## src/rtl/imem_fetch_unit.sv

```systemverilog
// imem_fetch_unit: fetches one 32-bit instruction as four byte beats from a
// byte-wide memory, big-endian, flagging misaligned requests and stalled memory.
module imem_fetch_unit #(
  parameter int WAIT_LIMIT = 16
) (
  input  logic        clk,
  input  logic        reset,
  input  logic        req_valid,
  input  logic [0:31] req_addr,
  output logic        req_ready,
  output logic        mem_rd,
  output logic [0:31] mem_addr,
  input  logic [0:7]  mem_rdata,
  input  logic        mem_ack,
  output logic        rsp_valid,
  output logic [0:31] rsp_instr,
  output logic [0:31] rsp_addr,
  output logic        rsp_misaligned,
  output logic        rsp_timeout,
  input  logic        rsp_ready
);

  typedef enum logic [1:0] {
    IDLE,
    FETCH,
    RESP
  } state_e;

  localparam logic [7:0] WaitLast = 8'(WAIT_LIMIT - 1);

  state_e      state_q;
  logic [1:0]  beat_q;
  logic [7:0]  wait_q;
  logic        req_ready_q;
  logic        mem_rd_q;
  logic [0:31] mem_addr_q;
  logic        rsp_valid_q;
  logic [0:31] rsp_instr_q;
  logic [0:31] rsp_addr_q;
  logic        rsp_mis_q;
  logic        rsp_tmo_q;

  logic        beat_last;
  logic        wait_last;
  logic        misaligned;
  logic [0:31] next_addr;

  assign beat_last  = (beat_q == 2'd3);
  assign wait_last  = (wait_q == WaitLast);
  assign misaligned = (req_addr[30:31] != 2'b00);
  assign next_addr  = rsp_addr_q + {30'd0, beat_q} + 32'd1;

  // First FETCH cycle only raises the strobe; acks count once mem_rd is up.
  always_ff @(posedge clk or negedge reset) begin
    if (!reset) begin
      state_q     <= IDLE;
      beat_q      <= '0;
      wait_q      <= '0;
      req_ready_q <= 1'b1;
      mem_rd_q    <= 1'b0;
      mem_addr_q  <= '0;
      rsp_valid_q <= 1'b0;
      rsp_instr_q <= '0;
      rsp_addr_q  <= '0;
      rsp_mis_q   <= 1'b0;
      rsp_tmo_q   <= 1'b0;
    end else begin
      unique case (state_q)
        IDLE: begin
          if (req_valid) begin
            req_ready_q <= 1'b0;
            rsp_addr_q  <= req_addr;
            rsp_instr_q <= '0;
            beat_q      <= '0;
            wait_q      <= '0;
            if (misaligned) begin
              state_q     <= RESP;
              rsp_valid_q <= 1'b1;
              rsp_mis_q   <= 1'b1;
            end else begin
              state_q <= FETCH;
            end
          end
        end
        FETCH: begin
          unique case (1'b1)
            !mem_rd_q: begin
              mem_rd_q   <= 1'b1;
              mem_addr_q <= rsp_addr_q;
            end
            mem_rd_q && mem_ack: begin
              rsp_instr_q[{beat_q, 3'b000} +: 8] <= mem_rdata;
              wait_q <= '0;
              if (beat_last) begin
                state_q     <= RESP;
                mem_rd_q    <= 1'b0;
                rsp_valid_q <= 1'b1;
              end else begin
                beat_q     <= beat_q + 2'd1;
                mem_addr_q <= next_addr;
              end
            end
            mem_rd_q && !mem_ack && wait_last: begin
              state_q     <= RESP;
              mem_rd_q    <= 1'b0;
              rsp_valid_q <= 1'b1;
              rsp_tmo_q   <= 1'b1;
              rsp_instr_q <= '0;
            end
            mem_rd_q && !mem_ack && !wait_last: begin
              wait_q <= wait_q + 8'd1;
            end
            default: ;
          endcase
        end
        RESP: begin
          if (rsp_ready) begin
            state_q     <= IDLE;
            rsp_valid_q <= 1'b0;
            rsp_mis_q   <= 1'b0;
            rsp_tmo_q   <= 1'b0;
            req_ready_q <= 1'b1;
          end
        end
        default: begin
          state_q     <= IDLE;
          req_ready_q <= 1'b1;
          mem_rd_q    <= 1'b0;
          rsp_valid_q <= 1'b0;
          rsp_mis_q   <= 1'b0;
          rsp_tmo_q   <= 1'b0;
        end
      endcase
    end
  end

  assign req_ready      = req_ready_q;
  assign mem_rd         = mem_rd_q;
  assign mem_addr       = mem_addr_q;
  assign rsp_valid      = rsp_valid_q;
  assign rsp_instr      = rsp_instr_q;
  assign rsp_addr       = rsp_addr_q;
  assign rsp_misaligned = rsp_mis_q;
  assign rsp_timeout    = rsp_tmo_q;

`ifndef SYNTHESIS
  a_flags_excl: assert property (@(posedge clk) disable iff (!reset)
    !(rsp_misaligned && rsp_timeout));
  a_ready_idle: assert property (@(posedge clk) disable iff (!reset)
    req_ready == (state_q == IDLE));
`endif

endmodule

```

## config.mk

```make
export PLATFORM = sky130hd
export DESIGN_NAME = imem_fetch_unit
export DESIGN_NICKNAME = d
export VERILOG_FILES = /design/src/rtl/imem_fetch_unit.sv
export SDC_FILE = /design/constraint.sdc
export NUM_CORES = 1
export LEC_CHECK = 0
export ABC_AREA = 1
export CAP_MARGIN = 20
export CORE_MARGIN = 1
export CORE_UTILIZATION = 50
export CTS_CLUSTER_SIZE = 8
export DETAILED_ROUTE_END_ITERATION = 8
export GPL_TIMING_DRIVEN = 0
export PLACE_DENSITY = 0.81
export SETUP_SLACK_MARGIN = 0.05
export SLEW_MARGIN = 0
export SYNTH_ARGS = -nofsm -noshare
export SYNTH_HDL_FRONTEND = slang
export SYNTH_SLANG_ARGS = --single-unit
```

## constraint.sdc

```tcl
create_clock -name clk -period 2.95 [get_ports clk]
set_clock_uncertainty 0.05 [all_clocks]
set_input_delay 0.4425 -clock clk [delete_from_list [all_inputs] [get_ports clk]]
set_output_delay 0.4425 -clock clk [all_outputs]
set_load 0.05 [all_outputs]
```

Yosys cells after proc, flatten, opt, wreduce, memory -nomap -nowiden. Cells that the tools add are included.

Output and inout bits: 101. Flip-flop bits (word level): 113. Word-level logic and storage cells: 94.

Bitwise operators: 4. Eq/ne operators: 15. Add/subtract/negate cells: 5. Shifts and indexed selects: 2. Mux-type cells: 34. Reduce and logical (&&, ||, !) cells: 23.

Operators with widths (number): 32-bit case mux with 2 select lines (3); 32-bit 2-to-1 mux (2); 33-bit by 7-bit variable shift with 32-bit output (first input constant) (1); 33-bit by 7-bit indexed part select with 32-bit output (1); 32-bit by 1-bit adder with 32-bit output (second input constant) (1); 32-bit by 2-bit adder with 32-bit output (1); 32-bit bitwise mux (1); 8-bit case mux with 2 select lines (2); 3-bit AND reduction (6); 1-bit case mux with 3 select lines (5); 2-bit 2-to-1 mux (7); 2-bit != test (second input constant) (7); 4-bit AND reduction (3); 3-bit != test (second input constant) (3); 8-bit by 1-bit adder with 8-bit output (second input constant) (1); 8-bit by 4-bit == test with 1-bit output (second input constant) (1); 1-bit 2-to-1 mux (8); 8-bit 2-to-1 mux (1); 2-bit case mux with 2 select lines (2); 6-bit negation with 7-bit output (1); 5-bit NOT with 6-bit output (1); 2-bit case mux with 3 select lines (1); 2-bit nonzero test (3); 5-bit AND reduction (1); other kinds (11) (20).

Depth between registers and ports, before layout. Gate-level depths: netlist (run 1).

Depth in word-level cells: 6. Gate-level depth with buffers: 14.

Worst setup path before layout (run 1). OpenSTA, ideal clock, no wires.

Path type: register to register. Start point: register beat_q[0]. End point: register mem_addr_q, in the netlist mem_addr[5]. Arrival time: 2.442 ns. Slack: 0.340 ns. Clock period less this slack: 2.610 ns. Stages on the path, launching flop included: 13. Buffers on the path: 3. Cells stage by stage: dfrtp_1 buf_2 clkinv_1 clkbuf_1 ha_1 fa_1 nor2_1 nand3_2 nor2_4 buf_6 nand4_1 nand3_1 nand2_1.

Cells in the longest elaborated chain, start to end: 4.

RTL lines: from (decl) (line 32) `logic [1:0] beat_q;`; from (signal assigned) (line 99) `beat_q <= beat_q + 2'd1;`; 32-bit by 2-bit adder with 32-bit output (line 51) `assign next_addr = rsp_addr_q + {30'd0, beat_q} + 32'd1;`; 32-bit by 1-bit adder with 32-bit output (line 51); 32-bit 2-to-1 mux (line 94) `if (beat_last) begin`; 32-bit case mux with 2 select lines (line 86) `unique case (1'b1)`; to (signal assigned) (line 89) `mem_addr_q <= rsp_addr_q;`; to (signal assigned) (line 100) `mem_addr_q <= next_addr;`; to (decl) (line 36) `logic [0:31] mem_addr_q;`.

Parallel ways exist; a longest one is shown, timed or not. The select of a mux whose other input is x is not followed. A chain may end at the register's enable or synchronous reset.

Worst setup path in the final report (run 1). Same ends and word-level chain as after synthesis.

==> results.md, run 1 <==
- The run finished, with violations left.
- The checks that failed: DRC.
- Yosys mapped the design onto 35 distinct sky130hd cell types.
- The pre-antenna-repair detailed-routing pass consisted of 7 iterations.
- The clock slew at the register clock pins of the worst setup and hold paths is 0.06 ns.
- The portion of total power attributed to the clock network is 0.228.
- The insertion delay to the later sink of the worst-skew pair is 0.43 ns.
- After detailed routing, the number of vias per cell comes to 5.30.
- The maximum achievable frequency is 363 MHz.
- The number of slew-limit violations in the final report is 0.
- Once layout is complete, the utilization of the core stands at 0.716.
- For this design the ratio of total power to cell area is 1090 mW/mm2.
- The DRC marker count from the first detailed-route iteration is 367.
- In the post-synthesis netlist, the biggest area contributors are dfrtp_1, nand2_1, nand3_1.
- The final estimated routing congestion in global placement is 0.917.
- The count of antenna-violating nets left after detailed routing is 0.
- The post-synthesis cell count is 783.
- The mapped netlist covers 0.00596 mm2.
- The overall die area is 0.0124 mm2.
- The clock tree synthesis step divided the H-tree into 4 levels.
- The final wirelength is 16.7 mm.
- The number of cell rows is 39.
- The tree built by TritonCTS fans out to 113 sinks.
- At the pin with the least slew margin, the transition time is 0.824 ns.
- The area growth from synthesis to layout is 38.3%.
- The largest fanout on the critical path is 12.
- The synthesized design spends more area on one cell type than any other, namely dfrtp_1.
- The cell with the most instances on the worst path is clkbuf_4.
- The proportion of synthesized chip area in sequential cells is 0.475.
- The worst setup path is captured at a flip-flop.
- The synthesized design contains 0 enable-type register cells.
- The die span in y is 111 um.
- Max-cap violations in this run came to 0.
- The met3 track demand over resource is 0.0913.
- The number of antenna violations at the first check in global routing is 0.
- Of the total power, the share spent switching nets is 0.479.
- The cell-internal power is 0.00470 W.
- Port buffering added 145 buffers.
- The critical setup path kind is flip-flop to flip-flop.
- The total global routing track utilization is 0.289.
- The average cell area after synthesis is 7.61 um2.
- The final hold violation count is 0.
- In the final layout, the share of cells above drive strength 1 is 0.0945.
- The dominant register cell in the synthesized netlist is dfrtp_1.
- Setup repair after global routing left no endpoint under its margin.
- On the worst path, the slowest cell contributes a delay of 0.39 ns.
- For this configuration, the core starts out at a cell density of 0.517.
- The maximum number of buffers from clock root to sink is 2.
- The worst setup path is launched from a flip-flop.
- The number of warnings printed during yosys synthesis is 0.
- For this run, global-route usage on met1 was measured as 0.348.
- Of the total power, combinational logic draws 0.491.
- The total vias in the final route is 5863.
- The leakage power figure is 3.79 nW.
- The ratio of final minimum period to clock period is 0.934.
- The net count of the finished layout is 1003.
- The number of nets in the synthesized netlist is 836.
- The cell family contributing the most delay on the critical path is simple AND/OR/NAND/NOR gates.
- Clock tree synthesis inserted a total of 17 buffers.
- The met2 track demand over resource is 0.479.
- The signal on the critical path passes through clkbuf_4 > clkinv_2 > clkbuf_4 > ha_1 > fa_2 > nor2_2 > nand3_2 > nor2_4 > buf_6 > nand4_1 > nand3_1 > nand2_1.
- The post-placement worst setup slack is -0.106 ns.
- The cell sitting at the root of the clock tree is a clkbuf_16.
- The sequential group share of total power is 0.281.
- The worst supply voltage drop on vdd is 836 uV.
- Once routing completed, OpenROAD measured the worst setup slack at 0.194 ns.
- The wire length of the first global-routing pass is 28.0 mm.
- The number of buffer and inverter instances along the worst setup path is 4.
- The number of setup violations in the final report is 0.
- The die span in x is 111 um.
- The antenna diode count is 0.
- The final period demand of the worst path is 2.76 ns.
- Summed over all nets, the switching power comes to 0.00432 W.
- TritonCTS built the clock tree.
- The number of fillers in the final layout is 938.
- After detailed placement, the total cell area comes to 0.00761 mm2.
- The worst max-slew margin expressed relative to the limit is 0.451.
- The maximum number of pins on one net before global-route repair is 64.
- The per-cell routed wire length is 15.1 um.
- The most used routing layer in global routing is met2.
- The tightest min-delay check is of the input port to asynchronous set/reset pin type.
- Of the post-synthesis cell area, the dominant cell type holds 0.470.
- The core region is 0.0115 mm2.
- The number of global-route vias before repair was 5755.
- For the worst setup path, the data arrival time is 3.01 ns.
- The design draws 0.00902 W.
- The total I/O pin count is 146.
- The slowest library cell on the worst path is dfrtp_1.
- The required time at the worst-slack endpoint is 3.20 ns.
- For this run, asynchronously set or reset flops after synthesis account for 1.00.
- With fillers left out, the area of the finished cells amounts to 0.00824 mm2.
- The synthesis-stage register bit count is 113.
- The sum of overflow across all layers after global routing is 0.
- Detailed placement ended at an HPWL of 11.7 mm.
- For this run, design rule violations remaining after detail routing come to 20.
cell usage after synthesis (7+ instances only):
cell type and n:
nand2_1 275, nand4_1 21, clkbuf_1 13, o21ai_1 9, ha_1 7, nand2_2 8
nor2_1 73, o21ai_0 42, inv_1 53, nand3_1 101, o21ai_2 8, dfrtp_1 112
area by class of cell:
class / instances / area [um2] / area share
Sequential cell: 113 / 2830 / 0.343
Tap cell: 143 / 179 / 0.0217
Buffer: 27 / 156 / 0.0190
Clock inverter: 11 / 131 / 0.0159
Clock buffer: 21 / 470 / 0.0571
Timing Repair Buffer: 148 / 1490 / 0.181
Inverter: 59 / 223 / 0.0270
Multi-Input combinational cell: 584 / 2760 / 0.335
final timing paths:
path	from	to	slack, ns	cells past startpoint
worst max-delay path	beat_q[0]	mem_addr[5]	0.19	12
worst max register to register	beat_q[0]	mem_addr[5]	0.19	12
worst min-delay path	reset	rsp_instr[18]	0.06	1
worst min register to register	mem_addr[15]	mem_addr[15]	0.42	2
min in group clk	mem_addr[15]	mem_addr[15]	0.42	2
max in group asynchronous	reset	req_ready	2.03	2
kinds of logic (layout without fill, tap and decap cells):
kind of cell | count (synthesis) | in the layout | share of synthesized area
AO/OA/AOI/OAI | 65 | 65 | 0.0607
XOR/XNOR | 8 | 8 | 0.0118
AND/OR/NAND/NOR | 502 | 502 | 0.370
flip-flops | 113 | 113 | 0.475
multiplexers | 1 | 1 | 0.00189
buffers and inverters | 86 | 266 | 0.0624
adder cells (fa/ha/maj) | 8 | 8 | 0.0181
stage by stage:
stage | hold WS [ns] | TNS (ns) | cells
floorplan | 0.0969 | 0 | 783
global placement | 0.415 | -329.61 | 1071
detailed placement | 0.415 | -0.552 | 1072
CTS | 0.0948 | 0 | 1106
global route | 0.124 | 0 | 1106
finish | 0.0570 | 0 | 1106
flip-flops by register name (all words and copies together), names as in the netlist:
| name | cells |
|---|---|
| rsp_instr | 32 |
| mem_addr | 32 |
| beat_q | 2 |
| rsp_timeout | 1 |
| rsp_addr | 32 |
| mem_rd | 1 |
| rsp_misaligned | 1 |
| state_q | 2 |
| wait_q | 8 |
| rsp_valid | 1 |
| req_ready | 1 |
layout by cell type (no fill, tap or decap), types with 3 or more instances in the layout:
cell type | Yosys | routed
nand3b_1 | 3 | 3
dfrtp_1 | 112 | 112
buf_2 | 6 | 5
clkbuf_8 | 0 | 3
nand3_2 | 4 | 4
o21ai_2 | 8 | 8
nand2_2 | 8 | 8
inv_1 | 53 | 53
o21ai_0 | 42 | 42
nor2_1 | 73 | 72
clkdlybuf4s50_1 | 0 | 144
buf_4 | 3 | 6
xor2_1 | 6 | 6
nand4_1 | 21 | 21
ha_1 | 7 | 7
a21oi_1 | 3 | 3
inv_2 | 4 | 4
buf_6 | 4 | 4
nor2_4 | 4 | 4
nor2_2 | 4 | 5
clkinvlp_4 | 0 | 3
nand3_1 | 101 | 101
o21ai_1 | 9 | 9
clkbuf_16 | 0 | 17
clkinv_4 | 0 | 5
nand2_1 | 275 | 275
clkbuf_1 | 13 | 13
layer usage:
metal,up-vias,share of wire
li1,2873,-
met1,2705,0.42
met2,251,0.48
met3,34,0.077
met4,0,0.020
met5,-,0
repair_timing:
action	4_1_cts	5_1_grt
buffers inserted	2	0
pin swaps	1	1
resized for setup	2	5
endpoints found under the setup margin	9	9
hold buffers	0	0
power groups by stage:
stage | logic [W] | registers, W | clock network, W
floorplan | 0.00145 | 0.00395 | 0
global placement | 0.00434 | 0.00254 | 0
detailed placement | 0.00438 | 0.00253 | 0
CTS | 0.00442 | 0.00252 | 0.00207
global route | 0.00474 | 0.00260 | 0.00215
finish | 0.00443 | 0.00253 | 0.00206
No activity file was read; power rests on OpenSTA's default activity.
==> inputs of run 2 (changes only) <==
--- a/config.mk
+++ b/config.mk
@@ -5,14 +5,13 @@
 export SDC_FILE = /design/constraint.sdc
 export NUM_CORES = 1
 export LEC_CHECK = 0
-export ABC_AREA = 1
 export CAP_MARGIN = 20
 export CORE_MARGIN = 1
-export CORE_UTILIZATION = 50
+export CORE_UTILIZATION = 49
 export CTS_CLUSTER_SIZE = 8
 export DETAILED_ROUTE_END_ITERATION = 8
 export GPL_TIMING_DRIVEN = 0
-export PLACE_DENSITY = 0.81
+export PLACE_DENSITY_LB_ADDON = 0.15
 export SETUP_SLACK_MARGIN = 0.05
 export SLEW_MARGIN = 0
 export SYNTH_ARGS = -nofsm -noshare
==> run 2 against run 1 <==
  * The run now ends clean
  * Final cell count decreased by 23%
  * Largest cell class unchanged
  * Combinational power rose by 10%
  * Register-to-register slack improved by 0.09 ns
  * Critical path depth down 4
  * Cell area decreased by 6.2%
  * Hold slack better by 0.31 ns
  * Sequential share of layout area rose by 2.3 points
  * Sequential cell count is the same
  * Maximum frequency rose by 3.5%
  * Power grew 9.4%
  * First-iteration DRC count is 20% lower
  * Worst setup slack better by 0.094 ns
==> results.md, run 2 <==
- The die span in x is 107 um.
- After global routing the overflow that remains totals 0.
- The timing startpoint of the critical path is beat_q[0].
- Across the run, the number of max-cap violations was 0.
- The number of cell rows is 37.
- The ratio of final minimum period to clock period is 0.902.
- The critical path goes through inv_1 > ha_1 > fa_1 > nand2b_1 > nor4_2 > nand3_1 > xor2_1 > a21oi_1.
- dfrtp_1 takes more of the synthesized area than any other cell.
- The worst supply voltage drop on vdd is 874 uV.
- The depth of the most critical reg-to-reg path is 8.
- From synthesis to final layout, the design area changed by 42.9%.
- The DRC violation count after routing is 0.
- The number of placed instances with taps included is 820.
- The depth of the CTS H-tree is 4.
- Once layout is complete, the utilization of the core stands at 0.735.
- The total core area is 0.0105 mm2.
- The worst max-slew margin expressed relative to the limit is 0.418.
- The number of enable flip-flop cells after synthesis is 0.
- STA classifies the critical path startpoint as a flip-flop.
- In the final layout, the share of cells above drive strength 1 is 0.126.
- The Yosys step of the flow raised 0 warnings.
- The overall die area is 0.0115 mm2.
- Before antenna repair, the detailed router went through 5 iterations.
- The maximum number of buffers from clock root to sink is 2.
- The share of synthesized area in the top cell type comes to 0.518.
- The slowest stage of the critical path is the nor4_2 cell.
- The largest stage delay on the critical path is 0.52 ns.
- STA classifies the critical path endpoint as a flip-flop.
- The final non-filler cell area is 0.00773 mm2.
- For this configuration, the core starts out at a cell density of 0.515.
- The clock drives 113 sinks.
- Dividing the synthesized area by the synthesized cell count gives 10.0 um2.
- The number of global-route vias before repair is 4889.
- The capturing element of the worst setup path is mem_addr[13].
- The critical path is of the flip-flop to flip-flop type.
- The quantity of I/O buffers inserted on ports is 144.
- The antenna diode count is 0.
- The buffers inserted during post-CTS setup optimization is 0.
- The commonest non-fill, non-tap cell in the layout is clkdlybuf4s50_1.
- The number of buffers inserted during clock tree synthesis is 17.
- Grouping stages by cell kind, the critical path spends the most delay in simple AND/OR/NAND/NOR gates.
- The final HPWL from detailed placement is 10.3 mm.
- The netlist area before placement is 0.00541 mm2.
- In this run the critical register-to-register path is captured at mem_addr[13].
- The maximum achievable frequency is 376 MHz.
- After detailed placement, the total cell area comes to 0.00704 mm2.
- Of all flip-flops after synthesis, the portion carrying an async set or reset was 1.00.
- Using the TritonRoute via totals, the vias-per-cell ratio works out to 5.60.
- The number of buffer and inverter instances along the worst setup path is 1.
- The final hold violation count was 0.
- The die is 107 um tall.
- For flop-to-flop paths, the worst setup slack is 0.29 ns.
- The leakage power figure is 3.14 nW.
- The synthesized design contains 113 register bits.
- By count the netlist is led by dfrtp_1, nor2_1, a21oi_1, nand2_1, nand3_1.
- The maximum number of pins on one net before global-route repair is 68.
- Once detail routing completed, the nets flagged for antenna violations numbered 0.
- The synthesized net count is 592.
- The tightest min-delay check is of the input port to flip-flop type.
- The power density over the cells is 1280 mW/mm2.
- Leaving out fill and tap cells, the most frequent cells in the layout are clkdlybuf4s50_1, dfrtp_1, nor2_1, nand2_1, a21oi_1.
- At the worst endpoint, the required time is 3.27 ns.
- The total vias in the final route is 4773.
- 146 I/O pins were placed.
- Clock latency on the worst-skew pair, taken at its later pin, is 0.51 ns.
- The count of cells in the finished layout, fillers not included, comes to 852.
- After clock tree synthesis, the clock-pin slew on the worst setup and hold paths is 0.06 ns.
- Power comes to 0.00987 W.
- At the pin with the least slew margin, the transition time is 0.873 ns.
- For this run, the leading register cell type out of synthesis is dfrtp_1.
- The largest fanout on the critical path is 8.
- After synthesis, the netlist uses 50 different library cells.
- The final period demand of the worst path is 2.66 ns.
- The flow ran to the end, and the final reports show no timing, DRC or antenna violations.
- Wires add up to 14.7 mm.
- The most used standard cell by instance count after synthesis is dfrtp_1.
- The wire length of the first global-routing pass is 23.8 mm.
- The final estimated routing congestion in global placement is 0.807.
- Of the synthesized area, sequential elements account for 0.523.
- The total global routing track utilization is 0.270.
- The TritonCTS clock tree is yes.
- The clock root buffer master is clkbuf_8.
- In this run, the number of DRC markers left after iteration 0 of detailed routing was 294.
- By area the synthesized netlist is led by dfrtp_1, mux2_2, nor2_1.
- The number of setup violations in the final report is 0.
- Setup repair after global routing left no endpoint under its margin.
- The arrival time at the worst endpoint is 2.99 ns.
- The number of slew-limit violations in the final report is 0.
- Dividing the detail-routed wire length by the instance count gives 17.3 um.
- The critical path crosses 8 cells after its start point.
- The post-synthesis cell count is 539.
- The count of nets after finishing is 757.
- The startpoint of the lowest-slack register-to-register path is beat_q[0].
- The number of antenna violations at the first check in global routing is 0.
[run 2: cell types whose count changed after synthesis, sizes merged, moves of 7 or more]
cell    change
and3        +8
xor2       +14
nand2     -246
mux2       +29
nand3      -69
a21oi      +35
xnor2       +7
nand2b      +7
inv        -23
nor2       -27
[run 2: kinds of logic (layout without fill, tap and decap cells)]
group,Yosys count,after routing,synth area share
AOI/OAI and AO/OA,113,113,0.121
xor gates and xnor gates,29,29,0.0470
adders and majority gates,8,8,0.0199
buffers and inverters,58,235,0.0523
DFF,113,113,0.523
muxes,31,31,0.0643
and+or+nand+nor,187,187,0.173
[run 2: layout make-up]
class	instances	area [um2]
timing repair buffer	146	1480
sequential	113	2830
buffer	24	155
multi-input combinational	368	2310
tap	136	170
fill	765	2780
clock buffer	18	428
inverter	34	128
clock inverter	13	234
[run 2: per-layer routing]
layer | GRT usage | wire length [um] | part of all wire
met5 | 0 | 0 | 0
met4 | 0.111 | 412 | 0.028
met3 | 0.0663 | 926 | 0.063
met2 | 0.465 | 7540 | 0.51
met1 | 0.322 | 5850 | 0.40
[run 2: worst register-to-register path, cell delays in order (launching register included)]
cell and delay [ns]:
dfrtp_1 0.48, inv_1 0.14, ha_1 0.24, fa_1 0.38, nand2b_1 0.26, nor4_2 0.52
nand3_1 0.17, xor2_1 0.20, a21oi_1 0.09
[run 2: metrics by stage]
step           setup slack [ns]  hold slack, ns  TNS [ns]
3_5_place_dp              0.134           0.426         0
5_1_grt                  0.0637           0.382         0
4_1_cts                   0.144           0.334         0
3_3_place_gp              -2.87           0.408   -322.49
2_1_floorplan             0.302          0.0969         0
6_report                  0.288           0.363         0
[run 2: worst min path at each step]
stage,endpoint,from,cells after the start
after floorplan,beat_q[0],reset,0
after global placement,wait_q[7],wait_q[7],1
after detailed placement,rsp_instr[31],rsp_instr[31],2
after CTS,state_q[0],mem_ack,3
after global routing,state_q[0],mem_ack,3
final,state_q[0],mem_ack,3
[run 2: timing repair]
| action | in CTS | in global routing |
|---|---|---|
| hold buffers | 1 | 0 |
| setup endpoints to repair | 0 | 6 |
| gates resized for setup | 0 | 2 |
| hold endpoints to repair | 45 | 0 |
[run 2: power by group]
group          internal (W)  total (W)  switching, W
combinational       0.00169    0.00488       0.00320
sequential          0.00212    0.00269      0.000574
clock               0.00156    0.00229      0.000731
total               0.00537    0.00987       0.00450
